File: src/rtl/spi_hub_pkg.sv
// Shared definitions for the scan-select hub host controller.
package spi_hub_pkg;

  // Width of the hub's slave-select shift register (32-way decode).
  localparam int HUB_ADDR_W = 5;

  // Transaction sequencing states.
  typedef enum logic [2:0] {
    IDLE,
    ADDR,
    GAP,
    DATA,
    DONE
  } state_t;

  // Bit-counter width that holds the larger phase length without wrapping.
  function automatic int bit_cnt_w(input int a, input int b);
    int m;
    m = (a > b) ? a : b;
    return $clog2(m) + 1;
  endfunction

endpackage

File: src/rtl/spi_hub_master_sclk_tick_gen.sv
// SCLK half-period timer: CLK_DIV cycles per half, low half first.
// The first enabled cycle is a setup cycle, so the first half starts one
// cycle after enable rises. With i_hold_low the half ends without flipping
// to high (used for the idle gap between address and data).
module sclk_tick_gen #(
  parameter int CLK_DIV = 4
) (
  input  logic i_clk,
  input  logic i_rst_n,
  input  logic i_en,
  input  logic i_hold_low,
  output logic o_load_tick,
  output logic o_rise_tick,
  output logic o_fall_tick,
  output logic o_sample_tick
);

  localparam int DIV_W = (CLK_DIV > 1) ? $clog2(CLK_DIV) : 1;

  logic [DIV_W-1:0] r_cnt;
  logic             r_phase;   // 0 = low half, 1 = high half
  logic             r_armed;   // setup cycle done
  logic             w_half_end;

  assign w_half_end    = i_en && r_armed && (r_cnt == DIV_W'(CLK_DIV - 1));
  // First cycle of a low half: the safe moment to change SIN/REGSEL.
  assign o_load_tick   = i_en && r_armed && !r_phase && (r_cnt == '0);
  assign o_rise_tick   = w_half_end && !r_phase;
  assign o_fall_tick   = w_half_end && r_phase;
  // Last cycle of the high half doubles as the return-bit sample point.
  assign o_sample_tick = w_half_end && r_phase;

  // Half-period counter; cleared whenever the divider is not in use.
  always_ff @(posedge i_clk) begin
    if (!i_rst_n || !i_en) begin
      r_cnt   <= '0;
      r_phase <= 1'b0;
      r_armed <= 1'b0;
    end else if (!r_armed) begin
      r_armed <= 1'b1;
    end else if (w_half_end) begin
      r_cnt <= '0;
      if (!i_hold_low) begin
        r_phase <= ~r_phase;
      end
    end else begin
      r_cnt <= r_cnt + 1'b1;
    end
  end

endmodule

File: src/rtl/spi_hub_master.sv
// Host controller for the serial scan-select hub: shifts a slave address
// in with REGSEL=1, then exchanges one data word with the selected slave.
module spi_hub_master
  import spi_hub_pkg::*;
#(
  parameter int ADDR_W  = HUB_ADDR_W,
  parameter int DATA_W  = 16,
  parameter int CLK_DIV = 4
) (
  input  logic              i_clk,
  input  logic              i_rst_n,
  input  logic              i_start,
  input  logic [ADDR_W-1:0] i_addr,
  input  logic [DATA_W-1:0] i_tx_data,
  output logic              o_busy,
  output logic              o_done,
  output logic [DATA_W-1:0] o_rx_data,
  output logic              o_hub_regsel,
  output logic              o_hub_sclk,
  output logic              o_hub_sin,
  input  logic              i_hub_sout
);

  localparam int CNT_W = bit_cnt_w(ADDR_W, DATA_W);

  state_t              r_state, w_state_next;
  logic [ADDR_W-1:0]   r_addr_sr, w_addr_sr_next;
  logic [DATA_W-1:0]   r_tx_sr, w_tx_sr_next;
  logic [DATA_W-1:0]   r_rx_sr, w_rx_sr_next;
  logic [DATA_W-1:0]   r_rx_data, w_rx_data_next;
  logic [CNT_W-1:0]    r_bit_cnt, w_bit_cnt_next;
  logic                r_busy, w_busy_next;
  logic                r_done, w_done_next;
  logic                r_regsel, w_regsel_next;
  logic                r_sclk, w_sclk_next;
  logic                r_sin, w_sin_next;

  logic                w_tick_en;
  logic                w_load_tick, w_rise_tick, w_fall_tick, w_sample_tick;
  logic                w_accept;
  logic [DATA_W-1:0]   w_rx_shift;

  assign w_tick_en  = (r_state == ADDR) || (r_state == GAP) || (r_state == DATA);
  // A new request is taken when idle, or in the DONE cycle for back-to-back.
  assign w_accept   = i_start && ((r_state == IDLE) || (r_state == DONE));
  assign w_rx_shift = (r_rx_sr << 1) | DATA_W'(i_hub_sout);

  sclk_tick_gen #(
    .CLK_DIV (CLK_DIV)
  ) u_tick (
    .i_clk         (i_clk),
    .i_rst_n       (i_rst_n),
    .i_en          (w_tick_en),
    .i_hold_low    (r_state == GAP),
    .o_load_tick   (w_load_tick),
    .o_rise_tick   (w_rise_tick),
    .o_fall_tick   (w_fall_tick),
    .o_sample_tick (w_sample_tick)
  );

  // Next-state and next-output decode; SIN/REGSEL move only on load ticks.
  always_comb begin
    w_state_next   = r_state;
    w_addr_sr_next = r_addr_sr;
    w_tx_sr_next   = r_tx_sr;
    w_rx_sr_next   = r_rx_sr;
    w_rx_data_next = r_rx_data;
    w_bit_cnt_next = r_bit_cnt;
    w_busy_next    = r_busy;
    w_done_next    = 1'b0;
    w_regsel_next  = r_regsel;
    w_sclk_next    = r_sclk;
    w_sin_next     = r_sin;

    case (r_state)
      IDLE: begin
        w_sclk_next   = 1'b0;
        w_regsel_next = 1'b0;
      end

      ADDR: begin
        if (w_load_tick) begin
          w_regsel_next = 1'b1;
          w_sin_next    = r_addr_sr[ADDR_W-1];
        end
        if (w_rise_tick) begin
          w_sclk_next = 1'b1;
        end
        // This falling edge, with REGSEL still high, latches the hub decode.
        if (w_fall_tick) begin
          w_sclk_next    = 1'b0;
          w_addr_sr_next = r_addr_sr << 1;
          if (r_bit_cnt == CNT_W'(ADDR_W - 1)) begin
            w_bit_cnt_next = '0;
            w_state_next   = GAP;
          end else begin
            w_bit_cnt_next = r_bit_cnt + 1'b1;
          end
        end
      end

      GAP: begin
        if (w_load_tick) begin
          w_regsel_next = 1'b0;
          w_sin_next    = 1'b0;
        end
        // End of the silent half: no SCLK edge, straight into data.
        if (w_rise_tick) begin
          w_state_next = DATA;
        end
      end

      DATA: begin
        if (w_load_tick) begin
          w_sin_next = r_tx_sr[DATA_W-1];
        end
        if (w_rise_tick) begin
          w_sclk_next = 1'b1;
        end
        if (w_sample_tick) begin
          w_rx_sr_next = w_rx_shift;
        end
        if (w_fall_tick) begin
          w_sclk_next  = 1'b0;
          w_tx_sr_next = r_tx_sr << 1;
          if (r_bit_cnt == CNT_W'(DATA_W - 1)) begin
            w_bit_cnt_next = '0;
            w_rx_data_next = w_rx_shift;
            w_done_next    = 1'b1;
            w_state_next   = DONE;
          end else begin
            w_bit_cnt_next = r_bit_cnt + 1'b1;
          end
        end
      end

      DONE: begin
        w_sin_next   = 1'b0;
        w_busy_next  = 1'b0;
        w_state_next = IDLE;
      end

      default: begin
        w_state_next = IDLE;
      end
    endcase

    if (w_accept) begin
      w_addr_sr_next = i_addr;
      w_tx_sr_next   = i_tx_data;
      w_rx_sr_next   = '0;
      w_bit_cnt_next = '0;
      w_busy_next    = 1'b1;
      w_state_next   = ADDR;
    end
  end

  // State and output registers; reset aborts any transfer without DONE.
  always_ff @(posedge i_clk) begin
    if (!i_rst_n) begin
      r_state   <= IDLE;
      r_addr_sr <= '0;
      r_tx_sr   <= '0;
      r_rx_sr   <= '0;
      r_rx_data <= '0;
      r_bit_cnt <= '0;
      r_busy    <= 1'b0;
      r_done    <= 1'b0;
      r_regsel  <= 1'b0;
      r_sclk    <= 1'b0;
      r_sin     <= 1'b0;
    end else begin
      r_state   <= w_state_next;
      r_addr_sr <= w_addr_sr_next;
      r_tx_sr   <= w_tx_sr_next;
      r_rx_sr   <= w_rx_sr_next;
      r_rx_data <= w_rx_data_next;
      r_bit_cnt <= w_bit_cnt_next;
      r_busy    <= w_busy_next;
      r_done    <= w_done_next;
      r_regsel  <= w_regsel_next;
      r_sclk    <= w_sclk_next;
      r_sin     <= w_sin_next;
    end
  end

  assign o_busy       = r_busy;
  assign o_done       = r_done;
  assign o_rx_data    = r_rx_data;
  assign o_hub_regsel = r_regsel;
  assign o_hub_sclk   = r_sclk;
  assign o_hub_sin    = r_sin;

endmodule

File: config.mk
export PLATFORM = sky130hd
export DESIGN_NAME = spi_hub_master
export DESIGN_NICKNAME = d
export VERILOG_FILES = /design/src/rtl/spi_hub_pkg.sv /design/src/rtl/spi_hub_master_sclk_tick_gen.sv /design/src/rtl/spi_hub_master.sv
export SDC_FILE = /design/constraint.sdc
export NUM_CORES = 1
export LEC_CHECK = 0
export CORE_ASPECT_RATIO = 0.6
export CORE_MARGIN = 5
export CORE_UTILIZATION = 38
export DETAILED_ROUTE_END_ITERATION = 16
export PLACE_DENSITY_LB_ADDON = 0.25
export SLEW_MARGIN = 15
export SYNTH_ARGS = -nofsm -noshare
export SYNTH_HDL_FRONTEND = slang
export SYNTH_HIERARCHICAL = 1
export SYNTH_SLANG_ARGS = --single-unit
export TNS_END_PERCENT = 1
File: constraint.sdc
create_clock -name i_clk -period 4.04 [get_ports i_clk]
set_clock_uncertainty 0.1 [all_clocks]
set_input_delay 0.808 -clock i_clk [delete_from_list [all_inputs] [get_ports i_clk]]
set_output_delay 0.808 -clock i_clk [all_outputs]
set_load 0.02 [all_outputs]
======== Yosys cells after proc, flatten, opt, wreduce, memory -nomap -nowiden ========
Index checks and enable logic that the tools add are counted.
operators by class
  equal/unequal tests ..................... 22
  bitwise logic cells ..................... 5
  muxes and demuxes ....................... 32
  reductions and logical operators ........ 38
  add/subtract/negate cells ............... 2
operators with widths
  operator             number
  $mux 16              3
  $mux 5               7
  $or 16x1->16         1
  $mux 3               5
  $reduce_and 3->1     5
  $ne 2x1->1 const B   6
  $ne 3x2->1 const B   4
  $pmux 3 s4           1
  $reduce_and 6->1     2
  $reduce_bool 2->1    6
  $mux 1               11
  $pmux 5 s2           1
  $reduce_and 2->1     4
  $logic_and 1x1->1    7
  $eq 3x2->1 const B   2
  $ne 2x2->1 const B   3
  $add 5x1->5 const B  1
  $eq 5x3->1 const B   1
  $eq 5x4->1 const B   1
  $logic_or 1x1->1     4
  $not 1->1            4
  $pmux 1 s4           1
  $reduce_and 4->1     1
  $reduce_bool 4->1    1
  other kinds (14)     17
storage, ports and cells
  word-level logic and storage cells ...... 114
  bits of input ports ..................... 25
  register bits ........................... 69
  output and inout port bits .............. 21

======== Longest topological paths before layout ========
  depth after elaboration ................. 9
  mapped depth ............................ 12
  gate-level depth less buffers ........... 8

======== By module ========
The synthesis kept the hierarchy.
by module, submodules not included
  module          area each (µm²)  seq. area each (µm²)  cells each  times used
  spi_hub_master  2742.6           1301.2                340         1
  sclk_tick_gen   220.2            80.1                  25          1

======== Least setup slack after synthesis ========
No wires, ideal clock.
  kind .................................... reg2reg
  start ................................... register r_state[2]
  end ..................................... register r_rx_data[10], in the netlist o_rx_data[10]
  path buffers ............................ 4
  data required time ...................... 3.869 ns
  stages on the path, launching flop included .. 12
  setup time .............................. 0.071 ns
  setup slack ............................. 1.891 ns
  clock period less this slack ............ 2.149 ns
  arrival time ............................ 1.978 ns
  cell sequence ........................... dfxtp_1 > clkbuf_1 > nor2_1 > nand3_1 > nor2_1 > and4b_1 > buf_4 > and2_1 > buf_6 > buf_6 > nand2_1 > a21oi_2
on the way
  cells in the longest elaborated chain, start to end .. 7
  elaborated cells on any way between the ends .. 9
  classes of those cells .................. eq/ne (3); reduce/logical (6)
RTL lines
  element                                   RTL line                            text
  start: declaration                        spi_hub_master.sv:26                state_t r_state, w_state_next;
  start signal: assignment                  spi_hub_master.sv:173               r_state <= w_state_next;
  $eq 3x1->1 or $eq 3x2->1 (tied branches)  spi_hub_master.sv:43                assign w_tick_en = (r_state == ADDR) || (r_state == GAP) || (r_state == DATA);
  $logic_or 1x1->1                          spi_hub_master.sv:43
  $logic_or 1x1->1 (*)                      spi_hub_master.sv:43
  named net w_tick_en                       spi_hub_master.sv:38                logic w_tick_en;
  $logic_and 1x1->1 (*) (2 in series)       spi_hub_master_sclk_tick_gen.sv:25  assign w_half_end = i_en && r_armed && (r_cnt == DIV_W'(CLK_DIV - 1));
  $logic_and 1x1->1 (*)                     spi_hub_master_sclk_tick_gen.sv:29  assign o_fall_tick = w_half_end && r_phase;
  named net w_fall_tick                     spi_hub_master.sv:39                logic w_load_tick, w_rise_tick, w_fall_tick, w_sample_tick;
  $reduce_and 3->1 (no line) (*)            -
  end signal: assignment                    spi_hub_master.sv:177               r_rx_data <= w_rx_data_next;
  end: declaration                          spi_hub_master.sv:30                logic [DATA_W-1:0] r_rx_data, w_rx_data_next;
The timed path passes the listed nets; every way through them passes the cells marked *.
A chain may end at the register's enable or synchronous reset.

======== Worst setup path after layout ========
  start ................................... register r_state[0]
  end ..................................... register r_rx_data[9], in the netlist o_rx_data[9]
The elaborated chain is that of the path after synthesis.

==> impl.org <==
** Critical path
- Most common cell on crit path :: sky130_fd_sc_hd__nor2_1
- Required time of the critical path :: about 4200 ps
- Cell count of the worst reg-to-reg path :: 9
- Arrival time worst endpoint :: roughly 3300 ps
- Slack of the worst reg-to-reg path :: 920 ps
- STA classifies the critical path endpoint as a register.
- Source of the worst register-to-register timing path :: r_state[0]
- Kind of start point of the critical path :: register
- In this design, the stage delay of the slowest critical-path cell is slightly above 600 ps.
- FF-to-FF End :: o_rx_data[9]
- The critical path goes through nor2_1, nor2_1, nand3_1, nor2_1, and4b_1, buf_4, and2_1, nand2_1, a21oi_2.
- Of all nets on the critical path, the largest fanout is 17.
- Master of the slowest instance on the critical path :: sky130_fd_sc_hd__dfxtp_1
- The critical path in this run is classified as reg -> reg.

** Layout
- Area growth from synthesis to final layout :: 24.1%
- End-of-flow core utilization :: 49.6%
- Layout cells sized above 1 :: 8.44%
- The filler cells instantiated in the layout total between 700 and 800.
- The repair_antennas step left the layout with diodes totalling 0.
- At the end of the flow, the number of nets in the layout was 430.

** Global route
- Total overflow reported by the global router :: 0
- In the global route stage, met2 resource usage came out at about 21%.
- Pin count of the biggest net entering global routing :: 40
- The initial antenna violation count is 0.
- Global routing used 20.0% of the available met1 tracks.
- The first global-routing pass estimated between 10000 and 15000 um of wire.
- The via count of the first global-routing pass was 2276.
- Tot GR Track Use :: 14.7%
- Met3 Resource Use GR :: under 10%
- Most Used Layer, Global Route :: met2

** Clock tree
- Clock latency on the worst-skew pair :: between 300 and 400 ps
- Maximum root-to-sink buffer count :: 2
- The H-tree generated during clock tree synthesis spans 3 levels.
- Root buffer cell :: sky130_fd_sc_hd__clkbuf_16
- Clock tree synthesis inserted a total of 9 buffers.
- In this run, post-CTS hold repair placed 0 buffers.
- After clock tree synthesis, the repair step resized 0 gates.
- Clock-pin slew was measured on the worst setup and hold paths at 50 ps.
- Clock tree synthesis found a total of between 60 and 70 sinks.
- Post-CTS timing repair inserted 0 buffers for setup.
- CTS tree :: done

** Min path
- The worst hold path begins at o_rx_data[0].
- Number of cells traversed by the worst hold path :: 2
- For hold timing, the worst endpoint is o_rx_data[0].
- Type of the worst min-delay path :: reg -> reg

** Synthesis
- Sequential cells were found to cover between 40% and 50% of the synthesized design area.
- Instance count of the mapped netlist :: between 300 and 400
- Each instance of the synthesized netlist takes up on average 8.12 sq um.
- Main combinational cell family by area after synthesis :: simple AND/OR/NAND/NOR gates
- Basic-gate share of the synthesized area counting and, or, nand and nor cells :: between 20 and 25%
- Count of flip-flops with a built-in enable after synthesis :: 0
- Ys flop type :: sky130_fd_sc_hd__dfxtp_1
- Synthesis produced a netlist with a net count of approximately 400.
- Summing the areas of all fa, ha and maj instances in the mapped netlist gives under 10% of the synthesized area.
- The cell area that synthesis handed to floorplanning was 2960 sq um.
- During synthesis, Yosys emitted a total of 6 warnings.
- Compound-Gate Fraction of Synth Area :: a little under a fifth
- Counting flops with an async set or reset pin after synthesis yields a share of 0%.
- Measured against the total synthesized area, the mux share comes to 1.39%.
- Counting distinct cell types in the post-synthesis netlist gives 39.
- Of the total synthesized cell area, the portion taken by XOR and XNOR cells is less than 1%.
- Counting flops and latches in the post-synthesis netlist gives around 70.

** Floorplanning
- Pin placement for this block handled between 40 and 50 I/O pins.
- Initial Utilization :: 39.9%
- In this run the vertical extent of the chip is between 70 and 80 um.
- The die covers just under 10000 sq um.
- Die outline width :: 124 um
- Number of placement rows :: 24
- Area of the placeable core :: approximately 7400 sq um

** STA
- After routing, the total negative slack on setup checks comes to 0 ps.
- Setup slack closes at ~920 ps.
- Finish-stage setup viols :: 0
- Derived from the worst setup path, the maximum achievable clock frequency is 320 MHz.
- Total count of hold-check failures in the final report :: 0
- Setup repair after global routing missed its margin :: false
- Counting I/O delays and the setup requirement, the final critical path takes roughly 3100 ps.
- Relative slew slack :: 61.5%
- The final max-slew violation count is 0.
- Least-Margin Pin Slew :: about 580 ps
- The final critical path takes up around 77% of the cycle.

** Detailed routing
- Final routed wire length divided by cell count :: between 10 and 15 um
- Drt first pass iters :: 4
- Total via count in the routed design :: ~2.5k
- Violation count after the first detailed-routing iteration :: around 170
- Remaining design rule violation count :: 0
- The routed design has ~6900 um of wire.
- Vias per Instance :: slightly below 5
- Count of antenna-violating nets left after detailed routing :: 0

** Power
- In this run the power spent charging and discharging nets is 337 uW.
- Internal power summed over all cells :: 1.15 mW
- Reg power frac :: around 48%
- Switch share :: 22.6%
- Leak :: approximately 1.2 nW
- Per report_power, the combinational group accounts for between 6 and 7% of the total.
- In this run, the clock network consumes between 40% and 50% of the power.
- IR analysis of the VDD net gives a maximum drop of around 0.24 mV.
- In this run the power density over the cells is between 400 and 500 nW/um^2.

** Placement
- Final weighted congestion of routability-driven global placement :: roughly 0.75
- In this run the tool buffered the top-level ports with 45 buffer cells.
- Before CTS, the worst setup slack after placement is 1020 ps.
- Detailed placement ended at an HPWL of about 4600 um.

** Job
- Reported max-cap violation count :: 0

** Run status
- The run finished with clean final reports.
==> Yosys cell counts, types with 2 or more instances <==
master	n	area share, %
sky130_fd_sc_hd__a211oi_1	2	0.51
sky130_fd_sc_hd__a21oi_1	30	5.1
sky130_fd_sc_hd__a21oi_2	11	3.3
sky130_fd_sc_hd__a31oi_1	20	4.2
sky130_fd_sc_hd__and2_1	3	0.63
sky130_fd_sc_hd__and3b_1	2	0.59
sky130_fd_sc_hd__buf_2	8	1.4
sky130_fd_sc_hd__buf_4	5	1.3
sky130_fd_sc_hd__buf_6	4	1.5
sky130_fd_sc_hd__clkbuf_1	9	1.1
sky130_fd_sc_hd__dfxtp_1	69	47
sky130_fd_sc_hd__ha_1	6	2.5
sky130_fd_sc_hd__inv_1	9	1.1
sky130_fd_sc_hd__mux2i_1	3	1.0
sky130_fd_sc_hd__nand2_1	109	14
sky130_fd_sc_hd__nand3_1	6	1.0
sky130_fd_sc_hd__nand3b_1	4	1.0
sky130_fd_sc_hd__nor2_1	9	1.1
sky130_fd_sc_hd__nor2b_1	4	0.84
sky130_fd_sc_hd__nor3_1	8	1.4
sky130_fd_sc_hd__nor3b_1	2	0.51
sky130_fd_sc_hd__o211ai_1	2	0.51
sky130_fd_sc_hd__o21ai_0	23	3.9
sky130_fd_sc_hd__xor2_1	2	0.59
==> per-layer routing <==
layer | part of all wire [%] | wire, um | vias to the layer above
li1 | - | - | 1293
met1 | 50 | 3450 | 1156
met2 | 42 | 2870 | 56
met3 | 7.2 | 499 | 5
met4 | 1.0 | 71 | 0
met5 | 0 | 0 | -
==> state kept, by name, summed over array words and instances (netlist names) <==
name and cells:
o_hub_sin 1, u_tick/r_phase 1, r_bit_cnt 5, o_done 1, r_tx_sr 16, o_busy 1
o_hub_regsel 1, o_rx_data 16, r_rx_sr 15, r_addr_sr 5, r_state 3, o_hub_sclk 1
u_tick/r_cnt 2, u_tick/r_armed 1
==> area by class of cell <==
type                    instances  area (sq um)  share of cell area, %
inverters                       9          33.8                  0.919
clock inverters                 5          28.8                  0.783
clock buffers                  10           229                   6.23
repair buffers                 50           488                   13.3
multi-input cells             260          1390                   37.7
flip-flops and latches         69          1380                   37.6
well taps                     104           130                   3.54
==> power groups by stage <==
| stage | combinational [mW] | clock [mW] | sequential (mW) |
|---|---|---|---|
| 2_1_floorplan | 0.0559 | 0 | 0.725 |
| 3_3_place_gp | 0.0915 | 0 | 0.728 |
| 3_5_place_dp | 0.0926 | 0 | 0.728 |
| 4_1_cts | 0.0938 | 0.701 | 0.714 |
| 5_1_grt | 0.104 | 0.734 | 0.716 |
| 6_report | 0.0928 | 0.683 | 0.714 |
==> metrics by stage <==
step | hold slack [ps] | instance area [sq um] | power [mW] | cells
floorplan | 332 | 2960 | 0.781 | 365
global placement | 347 | 3420 | 0.819 | 492
detailed placement | 355 | 3420 | 0.821 | 492
CTS | 362 | 3680 | 1.51 | 507
global route | 378 | 3680 | 1.55 | 507
finish | 361 | 3680 | 1.49 | 507
==> how the worst max path moves through the flow <==
stage,startpoint,endpoint,slack [ps],cells past startpoint
floorplan,r_state[2],o_rx_data[10],1890,11
global placement,r_state[0],o_rx_data[5],1160,9
detailed placement,r_state[0],o_rx_data[9],1020,9
CTS,r_state[0],o_rx_data[9],970,9
global route,r_state[0],o_rx_data[14],630,9
finish,r_state[0],o_rx_data[9],920,9
==> critical path, delay by kind of cell (launching register included) <==
kind                   cells  cell delay, ps
buffers and inverters      1             210
and+or+nand+nor            7            1990
AOI/OAI and AO/OA          1             130
DFF                        1             620
==> logic make-up after synthesis <==
family | after synthesis
AOI/OAI and AO/OA | 92
xor gates and xnor gates | 3
buffers and inverters | 36
muxes | 4
adders and majority gates | 6
and+or+nand+nor | 155
DFF | 69
==> cell usage in the layout (no fill, tap or decap), types with 2 or more instances in the layout <==
| master | count |
|---|---|
| sky130_fd_sc_hd__a211oi_1 | 2 |
| sky130_fd_sc_hd__a21oi_1 | 30 |
| sky130_fd_sc_hd__a21oi_2 | 11 |
| sky130_fd_sc_hd__a31oi_1 | 20 |
| sky130_fd_sc_hd__and2_1 | 3 |
| sky130_fd_sc_hd__and3b_1 | 2 |
| sky130_fd_sc_hd__buf_4 | 5 |
| sky130_fd_sc_hd__clkbuf_16 | 9 |
| sky130_fd_sc_hd__clkdlybuf4s50_1 | 45 |
| sky130_fd_sc_hd__clkinv_2 | 4 |
| sky130_fd_sc_hd__dfxtp_1 | 69 |
| sky130_fd_sc_hd__ha_1 | 6 |
| sky130_fd_sc_hd__inv_1 | 9 |
| sky130_fd_sc_hd__mux2i_1 | 3 |
| sky130_fd_sc_hd__nand2_1 | 109 |
| sky130_fd_sc_hd__nand3_1 | 6 |
| sky130_fd_sc_hd__nand3b_1 | 4 |
| sky130_fd_sc_hd__nor2_1 | 9 |
| sky130_fd_sc_hd__nor2b_1 | 4 |
| sky130_fd_sc_hd__nor3_1 | 8 |
| sky130_fd_sc_hd__nor3b_1 | 2 |
| sky130_fd_sc_hd__o211ai_1 | 2 |
| sky130_fd_sc_hd__o21ai_0 | 23 |
| sky130_fd_sc_hd__xor2_1 | 2 |
Note: power is estimated with default switching activity, not from simulation.
